`config.mk`:
```
export PLATFORM = sky130hd
export DESIGN_NAME = ex_mem_reg
export DESIGN_NICKNAME = d
export VERILOG_FILES = /design/src/rtl/ex_mem_reg.sv
export SDC_FILE = /design/constraint.sdc
export NUM_CORES = 1
export LEC_CHECK = 0
export CORE_UTILIZATION = 38
export DETAILED_ROUTE_END_ITERATION = 10
export HOLD_SLACK_MARGIN = 0.05
export PLACE_DENSITY = 0.86
export SYNTH_ARGS = -nofsm -noshare
export SYNTH_HDL_FRONTEND = slang
export SYNTH_SLANG_ARGS = --single-unit
```
`constraint.sdc`:
```
create_clock -name clk -period 1.6 [get_ports clk]
set_clock_uncertainty 0.2 [all_clocks]
set_input_delay 0.24 -clock clk [delete_from_list [all_inputs] [get_ports clk]]
set_output_delay 0.24 -clock clk [all_outputs]
set_load 0.05 [all_outputs]
```
`src/rtl/ex_mem_reg.sv`:
```
// EX/MEM pipeline register: latches EX results and control for the MEM stage,
// with stall (hold), flush (bubble) and the EX/MEM forwarding-valid flag.
module ex_mem_reg #(
   parameter int DATA_W = 32,
   parameter int REG_AW = 5
) (
   input  logic              clk,
   input  logic              rst,
   input  logic              stall,
   input  logic              flush,
   input  logic              ex_valid,
   input  logic [DATA_W-1:0] alu_result,
   input  logic              alu_zero,
   input  logic [DATA_W-1:0] store_data,
   input  logic [REG_AW-1:0] write_reg,
   input  logic [DATA_W-1:0] branch_target,
   input  logic              reg_write,
   input  logic              mem_read,
   input  logic              mem_write,
   input  logic              mem_to_reg,
   input  logic              branch,
   output logic              mem_valid,
   output logic [DATA_W-1:0] mem_alu_result,
   output logic [DATA_W-1:0] mem_store_data,
   output logic [DATA_W-1:0] mem_branch_target,
   output logic [REG_AW-1:0] mem_write_reg,
   output logic              mem_reg_write,
   output logic              mem_read_en,
   output logic              mem_write_en,
   output logic              mem_to_reg_o,
   output logic              pc_src,
   output logic              fwd_valid
);

   logic              r_valid;
   logic [DATA_W-1:0] r_alu_result;
   logic [DATA_W-1:0] r_store_data;
   logic [DATA_W-1:0] r_branch_target;
   logic [REG_AW-1:0] r_write_reg;
   logic              r_reg_write;
   logic              r_mem_read;
   logic              r_mem_write;
   logic              r_mem_to_reg;
   logic              r_pc_src;

   logic              w_reg_write;
   logic              w_mem_read;
   logic              w_mem_write;
   logic              w_mem_to_reg;
   logic              w_pc_src;

   // A read+write request is illegal; degrade it to a plain read.
   always_comb begin
      w_reg_write  = ex_valid & reg_write & (write_reg != '0);
      w_mem_read   = ex_valid & mem_read;
      w_mem_write  = ex_valid & mem_write & ~mem_read;
      w_mem_to_reg = ex_valid & mem_to_reg;
      w_pc_src     = ex_valid & branch & alu_zero;
   end

   always_ff @(posedge clk) begin
      if (rst) begin
         r_valid         <= 1'b0;
         r_alu_result    <= '0;
         r_store_data    <= '0;
         r_branch_target <= '0;
         r_write_reg     <= '0;
         r_reg_write     <= 1'b0;
         r_mem_read      <= 1'b0;
         r_mem_write     <= 1'b0;
         r_mem_to_reg    <= 1'b0;
         r_pc_src        <= 1'b0;
      end else if (flush) begin
         // Bubble: kill control only, data registers keep their contents.
         r_valid      <= 1'b0;
         r_reg_write  <= 1'b0;
         r_mem_read   <= 1'b0;
         r_mem_write  <= 1'b0;
         r_mem_to_reg <= 1'b0;
         r_pc_src     <= 1'b0;
      end else if (!stall) begin
         r_valid         <= ex_valid;
         r_alu_result    <= alu_result;
         r_store_data    <= store_data;
         r_branch_target <= branch_target;
         r_write_reg     <= write_reg;
         r_reg_write     <= w_reg_write;
         r_mem_read      <= w_mem_read;
         r_mem_write     <= w_mem_write;
         r_mem_to_reg    <= w_mem_to_reg;
         r_pc_src        <= w_pc_src;
      end
   end

   assign mem_valid         = r_valid;
   assign mem_alu_result    = r_alu_result;
   assign mem_store_data    = r_store_data;
   assign mem_branch_target = r_branch_target;
   assign mem_write_reg     = r_write_reg;
   assign mem_reg_write     = r_reg_write;
   assign mem_read_en       = r_mem_read;
   assign mem_write_en      = r_mem_write;
   assign mem_to_reg_o      = r_mem_to_reg;
   assign pc_src            = r_pc_src;
   assign fwd_valid         = r_valid & r_reg_write & (r_write_reg != '0);

endmodule
```
[After elaboration in Yosys (flattened, before gate mapping)]
Cells that the tools add are included.
Storage, ports and cells
  bits of input ports: 112
  output and inout port bits: 108
  flip-flop bits (word level): 107
  logic and storage cells: 27
Operators by class
  bitwise gates (word level): 13
  reduce and logical (&&, ||, !) cells: 4
Operators by type and width (count)
  bitwise AND 1 bit: 10
  nonzero test 5 bit: 2
  inverter 1 bit: 3
  AND reduction 2 bit: 1
  OR reduction 2 bit: 1

[Longest topological paths before layout]
  depth in word-level cells: 2
  depth in mapped cells: 6

[Least setup slack after synthesis]
OpenSTA, ideal clock, no wires.
  kind: register to output
  start point: register r_write_reg[4], in the netlist mem_write_reg[4]
  end point: output port fwd_valid
  required time: 1.160 ns
  data arrival time: 1.360 ns
  cell stages (with the launch flop): 3
  path slack: -0.200 ns
  cell sequence: dfxtp_1 or3_1 o311a_1
Between the ends
  cells in the longest elaborated chain, start to end: 2
RTL lines
  from (decl): RTL line 39  | logic [REG_AW-1:0] r_write_reg;
  from (signal assigned): RTL line 86  | r_write_reg <= write_reg;
  nonzero test 5 bit: RTL line 105  | assign fwd_valid = r_valid & r_reg_write & (r_write_reg != '0);
  bitwise AND 1 bit: RTL line 105
  to (decl): RTL line 32  | output logic fwd_valid
Every way passes these cells.

[Worst setup path after layout]
Ends and elaborated chain as after synthesis.

==> metrics.md <==
| Metric | Value |
|---|---|
| Post-route cell area | `0.00740 mm²` |
| Achievable Freq | `508 MHz` |
| Final nets | `791` |
| Initial antenna violation count | `0` |
| Post-CTS Setup Repair Bufs | `0` |
| Core Area | `0.00977 mm²` |
| Final setup violation count | `1` |
| HP Class | `input pin to flip-flop` |
| Largest net degree at the start of global routing | `62` |
| Commonest non-fill, non-tap cell in the layout | `nand2_1` |
| DRC viols | `0` |
| Layout Cells excl Fill | `817` |
| Cell Chain, Critical Path | `or3_4 -> o311a_4 -> buf_6` |
| Worst-path maximum fanout | `2` |
| GP Congestion | `0.854` |
| Clock Path Buffers | `2` |
| Total grt overflow | `0` |
| Via count | `3972` |
| WHS | `0.219 ns` |
| IR drop worst, VDD | `485 µV` |
| Post-Syn Instances | `466` |
| P_leak | `2.81 nW` |
| Max-cap viol count | `0` |
| Vias in the first global route | `4035` |
| Final hold vios | `0` |
| Placed insts | `800` |
| Root Buffer | `clkbuf_8` |
| Area delta synth->final | `93.9%` |
| Initial DRC Count | `132` |
| FILL cells | `642` |
| CP Capture Type | `primary output` |
| Crit start category | `flip-flop` |
| Pwr Density | `826 mW/mm²` |
| Final wirelength | `12.3 mm` |
| Vias/cell | `4.86` |
| Final Critical Period | `1.97 ns` |
| DR pass1 iterations | `4` |
| Worst skew pair latency | `0.35 ns` |
| Mapped Area | `0.00382 mm²` |
| Final Max Tran Viols | `0` |
| PortBufs | `219` |
| First-pass GRT wire length | `18.6 mm` |
| Total GRT Usage | `23.3%` |
| Seq cells post-synth | `107` |
| Placement Cell Area | `0.00718 mm²` |
| Post-place setup slack | `-0.277 ns` |
| Setup repair after global routing missed its margin | `true` |
| Die ar. | `0.0104 mm²` |
| N_diodes | `0` |
| Outcome | `finished, violations left` |
| Syn_area_per_cell | `8.19 µm²` |
| Post-synth net total | `578` |
| Worst-Margin Slew | `0.368 ns` |
| CP max stage cell | `or3_4` |
| Crit Path Category | `flip-flop to primary output` |
| Critical Path Max Stage Delay | `0.38 ns` |
| Std cell rows | `36` |
| H-tree level count | `3` |
| CTS Sinks | `107` |
| DPL Wire Length | `9.33 mm` |
| Fin crit share | `123%` |
| Synth warnings | `0` |
| Post-synthesis cell type count | `19` |
| Clock slew at the register clock pins of the worst setup and hold paths | `0.10 ns` |
| Most frequent cells in the layout | `nand2_1, buf_12, clkdlybuf4s50_1` |
| Final ANT Viol Nets | `0` |
| Boundary pin count | `220` |
| Reg2reg setup slack | `0.66 ns` |
| Wirelength per Cell | `15.1 µm` |
| Post-synthesis sequential area ratio | `56.1%` |
| Layout cells sized above 1 | `21.6%` |
| Crit path DAT | `1.53 ns` |
| Slew margin rel. | `75.4%` |
| Num CTS Buffers | `9` |
| Crit path required time | `1.16 ns` |
| Final core utilization | `75.7%` |
| TritonCTS clock tree | `yes` |
| Die Ht | `102 µm` |
| Initial core utilization | `39.0%` |
| Failing checks | `negative setup slack` |
| Setup ws final | `-0.367 ns` |
| Die Width | `102 µm` |
[cell families (layout without fill, tap and decap cells)]
| group | count (synthesis) | in the layout | share of synthesized area (%) |
|---|---|---|---|
| compound gates | 108 | 108 | 14.7 |
| buf+inv | 35 | 253 | 7.44 |
| flops | 107 | 107 | 56.1 |
| simple gates | 216 | 216 | 21.7 |
[where the power goes]
group / internal, mW / switching [mW] / leakage, nW
Combinational: 0.792 / 0.735 / 1.84
Clock: 0.764 / 0.918 / 0.0905
Sequential: 2.78 / 0.125 / 0.876
Total: 4.34 / 1.78 / 2.81
[cell usage after synthesis, drive strengths merged]
cell type | number | area share, %
nor2 | 7 | 0.75
a21oi | 102 | 13
nand2 | 203 | 20
dfxtp | 107 | 56
or2 | 2 | 0.33
a32oi | 2 | 0.46
nor2b | 1 | 0.16
o311a | 1 | 0.26
inv | 1 | 0.098
o2111ai | 1 | 0.23
clkbuf | 11 | 1.1
or3 | 1 | 0.16
or4 | 1 | 0.20
buf | 23 | 6.3
nand3 | 1 | 0.13
a22oi | 2 | 0.39
[per-stage QoR]
| step | TNS (ns) | total power [mW] |
|---|---|---|
| final | -0.367 | 6.12 |
| after global placement | -17.38 | 4.45 |
| after floorplan | -0.0253 | 3.60 |
| after CTS | -0.401 | 6.18 |
| after detailed placement | -20.92 | 4.50 |
| after global routing | -0.415 | 6.33 |
[metal layers]
layer / GRT usage (%) / up-vias / wire length, µm
met5: 0 / - / 0
met4: 13.3 / 0 / 496
met3: 6.43 / 40 / 1030
met2: 42.5 / 188 / 6330
met1: 23.8 / 1820 / 4480
li1: - / 1924 / -
[worst paths after layout]
path,start,end,depth (start not counted)
worst max register to register,mem_alu_result[9],mem_alu_result[9],2
worst min register to register,mem_store_data[0],mem_store_data[0],2
worst max-delay path,mem_write_reg[4],fwd_valid,3
worst min-delay path,branch_target[20],mem_branch_target[20],3
[timing repair]
action / CTS / global route
cloned: 0 / 0
gates resized for setup: 2 / 0
endpoints found under the setup margin: 1 / 1
pin swaps: 0 / 0
hold buffers: 1 / 0
hold endpoints to repair: 14 / 0
[layout make-up]
class	count	area, µm²	area share (%)
Tap cell	133	166	2.25
Inverter	1	3.75	0.0507
Sequential cell	107	2150	29.0
Clock inverter	6	65.1	0.879
Timing Repair Buffer	236	3470	46.9
Multi-Input combinational cell	324	1410	19.1
Clock buffer	10	138	1.86
[critical path, delay by kind of cell, from the launching register on]
kind,cells,cell delay (ns)
buffers and inverters,1,0.15
and+or+nand+nor,1,0.38
AOI/OAI and AO/OA,1,0.31
DFF,1,0.33
Note: power is estimated with default switching activity, not from simulation.
